### src/rtl/mips_regfile_pkg.sv
// Shared definitions for the MIPS architectural register file.
package mips_regfile_pkg;

  localparam int DEF_DATA_W = 32;
  localparam int DEF_ADDR_W = 5;

  typedef logic [DEF_ADDR_W-1:0] reg_idx_t;
  typedef logic [DEF_DATA_W-1:0] word_t;

  // Architecturally significant register indices.
  localparam reg_idx_t REG_ZERO = 5'd0;
  localparam reg_idx_t REG_SP   = 5'd29;
  localparam reg_idx_t REG_RA   = 5'd31;

endpackage

### src/rtl/regfile_read_port.sv
// One combinational register-file read port: selects a stored entry, forces
// $0 to zero and optionally forwards a write that is being presented in the
// same cycle.
module regfile_read_port
  import mips_regfile_pkg::*;
#(
  parameter int DATA_W = DEF_DATA_W,
  parameter int ADDR_W = DEF_ADDR_W,
  parameter bit BYPASS = 1'b1
) (
  input  logic [DATA_W-1:0] regs_i [(1 << ADDR_W)],
  input  logic [ADDR_W-1:0] rd_addr,
  input  logic              fwd_en,
  input  logic [ADDR_W-1:0] fwd_addr,
  input  logic [DATA_W-1:0] fwd_data,
  output logic [DATA_W-1:0] rd_data
);

  logic addr_is_zero;
  logic fwd_hit;

  assign addr_is_zero = (rd_addr == ADDR_W'(REG_ZERO));
  assign fwd_hit      = BYPASS && fwd_en && (fwd_addr == rd_addr);

  // $0 always wins, then the forwarded write, then the stored entry.
  always_comb begin
    rd_data = '0;
    if (!addr_is_zero) begin
      if (fwd_hit) begin
        rd_data = fwd_data;
      end else begin
        rd_data = regs_i[rd_addr];
      end
    end
  end

endmodule

### src/rtl/regfile_wb_sink.sv
// Architectural register file at the end of the writeback path: 32-entry
// storage, two operand read ports with optional forwarding, the multicycle
// A/B operand latches, write acknowledge/drop pulses and a debug read port.
module regfile_wb_sink
  import mips_regfile_pkg::*;
#(
  parameter int DATA_W = DEF_DATA_W,
  parameter int ADDR_W = DEF_ADDR_W,
  parameter bit BYPASS = 1'b1
) (
  input  logic              clk,
  input  logic              rst_n,
  input  logic              reg_write,
  input  logic [ADDR_W-1:0] wr_addr,
  input  logic [DATA_W-1:0] wr_data,
  input  logic [ADDR_W-1:0] rs_addr,
  input  logic [ADDR_W-1:0] rt_addr,
  output logic [DATA_W-1:0] rd_data_a,
  output logic [DATA_W-1:0] rd_data_b,
  input  logic              ab_en,
  output logic [DATA_W-1:0] a_q,
  output logic [DATA_W-1:0] b_q,
  output logic              wr_ack,
  output logic              wr_drop,
  input  logic [ADDR_W-1:0] dbg_addr,
  output logic [DATA_W-1:0] dbg_data
);

  localparam int NUM_REGS = 1 << ADDR_W;

  logic [DATA_W-1:0] regs_q [NUM_REGS];
  logic [DATA_W-1:0] regs_d [NUM_REGS];
  logic [DATA_W-1:0] a_reg_q, a_reg_d;
  logic [DATA_W-1:0] b_reg_q, b_reg_d;
  logic              wr_ack_q, wr_ack_d;
  logic              wr_drop_q, wr_drop_d;

  logic wr_to_zero;
  logic wr_commit;
  logic fwd_en;

  assign wr_to_zero = (wr_addr == ADDR_W'(REG_ZERO));
  assign wr_commit  = reg_write && !wr_to_zero;
  // A write presented while reset is asserted can never commit, so it is
  // not forwarded either; every output then reads zero during reset.
  assign fwd_en     = reg_write && rst_n;

  // Next storage contents: apply the committed write, keep $0 hard-wired.
  always_comb begin
    regs_d = regs_q;
    if (wr_commit) begin
      regs_d[wr_addr] = wr_data;
    end
    regs_d[0] = '0;
  end

  // Storage registers.
  always_ff @(posedge clk or negedge rst_n) begin
    if (!rst_n) begin
      for (int i = 0; i < NUM_REGS; i++) begin
        regs_q[i] <= '0;
      end
    end else begin
      regs_q <= regs_d;
    end
  end

  regfile_read_port #(
    .DATA_W (DATA_W),
    .ADDR_W (ADDR_W),
    .BYPASS (BYPASS)
  ) u_port_a (
    .regs_i   (regs_q),
    .rd_addr  (rs_addr),
    .fwd_en   (fwd_en),
    .fwd_addr (wr_addr),
    .fwd_data (wr_data),
    .rd_data  (rd_data_a)
  );

  regfile_read_port #(
    .DATA_W (DATA_W),
    .ADDR_W (ADDR_W),
    .BYPASS (BYPASS)
  ) u_port_b (
    .regs_i   (regs_q),
    .rd_addr  (rt_addr),
    .fwd_en   (fwd_en),
    .fwd_addr (wr_addr),
    .fwd_data (wr_data),
    .rd_data  (rd_data_b)
  );

  // Debug view shows the stored value only, so forwarding is tied off.
  regfile_read_port #(
    .DATA_W (DATA_W),
    .ADDR_W (ADDR_W),
    .BYPASS (1'b0)
  ) u_port_dbg (
    .regs_i   (regs_q),
    .rd_addr  (dbg_addr),
    .fwd_en   (1'b0),
    .fwd_addr ('0),
    .fwd_data ('0),
    .rd_data  (dbg_data)
  );

  // Operand latches capture the port outputs (forwarded value included) on ab_en.
  always_comb begin
    a_reg_d   = a_reg_q;
    b_reg_d   = b_reg_q;
    wr_ack_d  = wr_commit;
    wr_drop_d = reg_write && wr_to_zero;
    if (ab_en) begin
      a_reg_d = rd_data_a;
      b_reg_d = rd_data_b;
    end
  end

  // Operand latches and one-cycle write status pulses.
  always_ff @(posedge clk or negedge rst_n) begin
    if (!rst_n) begin
      a_reg_q   <= '0;
      b_reg_q   <= '0;
      wr_ack_q  <= 1'b0;
      wr_drop_q <= 1'b0;
    end else begin
      a_reg_q   <= a_reg_d;
      b_reg_q   <= b_reg_d;
      wr_ack_q  <= wr_ack_d;
      wr_drop_q <= wr_drop_d;
    end
  end

  assign a_q     = a_reg_q;
  assign b_q     = b_reg_q;
  assign wr_ack  = wr_ack_q;
  assign wr_drop = wr_drop_q;

endmodule

### config.mk
export PLATFORM = sky130hd
export DESIGN_NAME = regfile_wb_sink
export DESIGN_NICKNAME = d
export VERILOG_FILES = /design/src/rtl/mips_regfile_pkg.sv /design/src/rtl/regfile_read_port.sv /design/src/rtl/regfile_wb_sink.sv
export SDC_FILE = /design/constraint.sdc
export NUM_CORES = 2
export LEC_CHECK = 0
export BUFFER_PORTS_ARGS = -buffer_cell sky130_fd_sc_hd__buf_4
export CORE_MARGIN = 2
export CORE_UTILIZATION = 64
export CTS_CLUSTER_DIAMETER = 60
export DETAILED_ROUTE_END_ITERATION = 6
export PLACE_DENSITY = 0.93
export SLEW_MARGIN = 40
export SYNTH_ARGS = -nofsm -noshare
export SYNTH_HDL_FRONTEND = slang
export SYNTH_HIERARCHICAL = 1
export SYNTH_SLANG_ARGS = --single-unit
### constraint.sdc
create_clock -name clk -period 2.5 [get_ports clk]
set_input_delay 0 -clock clk [delete_from_list [all_inputs] [get_ports clk]]
set_output_delay 0 -clock clk [all_outputs]
set_load 0.01 [all_outputs]
==> metrics.yaml, run 1 <==
run_status:
  status: "aborted with a tool error"
  lastStage: "global routing (5_1_grt)"
  error: "[ERROR GRT-0232] Routing congestion too high. Check the congestion heatmap in the GUI."
clock_network:
  cts_sinks: 1058
  clock_path_buffers: 3
  htree_levels: 3
  cts-buffers-inserted: 112
  cts-root-buf: "clkbuf_16"
synth:
  async_flop_share_pct: 100
  synth_area_leaders: "dfrtp_1 (40%), mux4_2 (19%), mux2_2 (17%)"
  synth_edf_count: 0
  synth.largest_area_cell: "dfrtp_1"
  synth.top_cell.area_share_pct: 39.9
  ys_seq_area_share_pct: 39.9
  yosysUniqueCellTypes: 78
  yosysWarnings: 6
  synth_area_sq_um: 66300
  ys.flop_type: "dfrtp_1"
  synth.avg_cell_area_sq_um: 14.0
  synth-seq-cells: 1058
  syn_inst: 4734
global_routing:
  grt_overflow: 59
  grt_usage_pct: 78.4
  grt_antenna_before_repair: 73
  grt_max_degree: 150
timing:
  worst_endpoint: "rd_data_a[30]"
  worstEndpointType: "output port"
floorplan:
  die_y_um: 326
  die_w_um: 326
  io_pins: 218
  rows: 118
  start_util_pct: 64.3
placed_design:
  dp_hpwl_um: 155000
  port_buffers: 217
  post_dp_cell_area_sq_um: 70800
  place_congestion: 1.01
[cells by family after synthesis]
kind of cell	Yosys count	synth area share, %
other cells	1	0.00566
simple gates	387	3.20
mux	2064	44.1
xor+xnor	10	0.132
compound gates	685	7.50
buf+inv	529	5.12
flops	1058	39.9
[cell usage after synthesis, drive strengths merged (20+ instances only)]
cell type	n
a221oi	104
nand2	110
buf	323
a311oi	36
o22ai	34
nor3	46
a221o	26
nand3	34
nor2	46
a21oi	80
clkbuf	199
dfrtp	1058
o21ai	140
a22oi	98
nor2b	56
mux2	1118
nor4	20
mux2i	376
a211oi	58
mux4	570
[metrics by stage]
step                std cells  utilization [%]  setup slack, ps  TNS [ps]
floorplan                4829                -              470         0
global placement         6243             68.5             -505     -3570
detailed placement       6249             68.7            -55.1      -165
CTS                      6545             74.3             -229     -3390
[routing by layer]
metal	GRT usage [%]	overflow
met5	67.0	1
met2	88.7	29
met4	71.7	22
met1	73.9	4
met3	76.8	3
[what timing repair did]
item,4_1_cts
setup endpoints to repair,71
setup buffers,60
hold buffers,39
gates resized for setup,274
pin swaps,100
hold endpoints to repair,1238
==> run 2, diff against run 1 <==
--- a/config.mk
+++ b/config.mk
@@ -7,10 +7,9 @@
 export LEC_CHECK = 0
 export BUFFER_PORTS_ARGS = -buffer_cell sky130_fd_sc_hd__buf_4
 export CORE_MARGIN = 2
-export CORE_UTILIZATION = 64
-export CTS_CLUSTER_DIAMETER = 60
+export CORE_UTILIZATION = 40
 export DETAILED_ROUTE_END_ITERATION = 6
-export PLACE_DENSITY = 0.93
+export PLACE_DENSITY_LB_ADDON = 0.15
 export SLEW_MARGIN = 40
 export SYNTH_ARGS = -nofsm -noshare
 export SYNTH_HDL_FRONTEND = slang
==> run 2 against run 1 <==
The flow now finishes, with violations (hold timing, setup timing). Area after synthesis is the same. Synthesized cell count is the same.
==> metrics.yaml, run 2 <==
setup_path:
  crit_chain: "mux4_2 > mux4_2 > nor2_4 > a211oi_2 > buf_6 > buf_6"
  end_kind: "output port"
  cp.arrival_ps: 2790
  critPathRequiredTime_ps: 2500
  crit_type: "reg -> out"
  cp_top_family: "multiplexers"
  r2r_slack_ps: 250
  cp_num_buf_inv: 2
  critical_path_peak_fanout: 4
  start_kind: "register"
  slowest_delay_ps: 590
  critical_path.slowest_cell: "mux4_2"
clock_network:
  clock_path_buffers: 3  # unchanged
  htree_levels: 4  # +1
  cts_sinks: 1058  # unchanged
  cts_tree: "built"
  cts-buffers-inserted: 133  # +19%
  path_clk_slew_ps: 60
  cts-root-buf: "clkbuf_16"
  worst_skew_pair.late_latency_ps: 810
timing:
  worstMarginPinSlew_ps: 917
  setup_slack_ps: -293
  whs_ps: -33.3
  min_period_ps: 2790
  slew_viol_final: 0
  final-hold-violation-count: 40
  slew_headroom_pct: 38.6
  clock_skew_ps: 31.9
  tns_ps: -6110
  clock.fmax_mhz: 358
  grt_setup_unrepaired: "yes"
  finalCritPeriodShare_pct: 112
  setup_viol: 56
global_routing:
  first_global_vias: 50133
  grt_max_degree: 138
  grt_pass1_wl_um: 396000
  grt_usage_pct: 33.0
  grt_overflow: 0
  grt_antenna_before_repair: 13
placed_design:
  place_congestion: 0.902  # -11%
  post-place-cells: 7151  # +14%
  port_buffers: 217  # unchanged
  dp_hpwl_um: 178000  # +15%
  post_dp_cell_area_sq_um: 73000  # +3.0%
synth:
  ys_seq_area_share_pct: 39.9  # unchanged
  synth.largest_area_cell: "dfrtp_1"
  synth.avg_cell_area_sq_um: 14.0  # unchanged
  yosysUniqueCellTypes: 78  # unchanged
  ys_top_cells_by_count: "dfrtp_1 (1058), mux2_2 (1008), mux4_2 (554)"
  ys.flop_type: "dfrtp_1"
  synth-seq-cells: 1058  # unchanged
  synth_area_leaders: "dfrtp_1 (40%), mux4_2 (19%), mux2_2 (17%)"
  yosysWarnings: 6  # unchanged
  synth.top_cell.area_share_pct: 39.9  # unchanged
  async_flop_share_pct: 100  # unchanged
  synth.most_common_cell: "dfrtp_1"
  synth_area_sq_um: 66300  # unchanged
  syn_inst: 4734  # unchanged
  synth_edf_count: 0  # unchanged
routing:
  vias: 50037
  wirelength_um: 281000
  avgViaCountPerCell: 6.70
  dr.pass1.iters: 6
  ant_nets: 0
  route.detailed.drc: 0
  dr.first_iter.drc_count: 5027
  wl_per_cell_um: 37.7
final_layout:
  top_register: "regs_q"
  fin_nets: 5237
  layout_common_cells: "dfrtp_1 (1058), mux2_2 (989), mux4_2 (568)"
  design_area_sq_um: 80900
  fin_util_pct: 49.1
  drive_gt1_share_pct: 54.8
  layout_commonest_cell: "dfrtp_1"
  finalNonFillerCells: 7473
  area_growth_pct: 22.1
  largest_reg_flops: 992
floorplan:
  die_w_um: 411  # +26%
  core_sq_um: 165000
  die_y_um: 411  # +26%
  start_util_pct: 40.2  # -24 points
  rows: 149  # +26%
  design.die.area_sq_um: 169000
  io_pins: 218  # unchanged
min_path:
  hp-class: "in -> async"
run_status:
  violations: "hold timing, setup timing"
  status: "finished, violations left"
flow_run:
  cap_violations: 0
pwr:
  power.density_nw_per_um2: 750
  power_leakage_nw: 34.3
  switching_share_pct: 31.0
  total_power_mw: 60.7
  pwr-share-clk_pct: 33.3
  internal_power_mw: 41.9
  p_comb_share_pct: 27.2
  sequentialPowerShare_pct: 39.4
  p_switching_mw: 18.8
  ir_drop_uv: 806
## run 2: cell counts after synthesis
Identical to the previous run, type by type.
## run 2: worst paths after layout
kind / cells after the start / from / to
worst min register to register: 1 / a_q[1] / a_q[1]
max in group asynchronous: 5 / rst_n / regs_q[921]
worst min-delay path: 3 / rst_n / regs_q[30]
min in group clk: 4 / wr_addr[0] / regs_q[769]
worst max-delay path: 6 / regs_q[158] / rd_data_b[30]
worst max register to register: 6 / regs_q[158] / b_q[30]
## run 2: per-stage QoR
step	hold WS, ps	worst slack [ps]
global placement	189	-239
global route	54.9	-360
floorplan	-296	470
finish	-33.3	-293
detailed placement	111	-250
CTS	14.5	-355
## run 2: what timing repair did
item	in CTS	in global routing
hold buffers	39	0
endpoints found under the hold margin	1389	0
pin swaps	162	88
setup buffers	69	16
endpoints found under the setup margin	95	85
gates resized for setup	450	122
## run 2: cells by family after synthesis
logic type	Yosys count	share of synthesized area [%]
compound gates	685	7.50
mux	2064	44.1
xor+xnor	10	0.132
other cells	1	0.00566
flops	1058	39.9
simple gates	387	3.20
buf+inv	529	5.12
## run 2: tightest hold or removal path, cell delays in order
cell,delay (ps)
buf_8,80
dlygate4sd3_1,690
buf_12,440
## run 2: power by group through the flow
stage | sequential (mW) | clock, mW | combinational, mW
after floorplan | 22.9 | 0 | 10.1
after global placement | 24.0 | 0 | 14.5
after detailed placement | 24.1 | 0 | 14.7
after CTS | 23.8 | 20.6 | 16.0
after global routing | 24.4 | 21.2 | 17.3
final | 23.9 | 20.2 | 16.5
## run 2: final cells by class
type                       instances  area (sq um)
inverter                           7          28.8
multi-input combinational       3242         39400
timing repair buffer             739          7750
fill                           14475         83900
sequential                      1058         26500
clock inverter                    40           512
antenna                            1          2.50
clock buffer                     197          4050
tap                             2189          2740
## run 2: per-layer routing
layer,GRT usage (%),part of all wire [%]
met1,45.0,41
met3,9.57,11
met5,0,0.029
met4,14.7,4.8
met2,48.8,44
No activity file was read; power rests on OpenSTA's default activity.
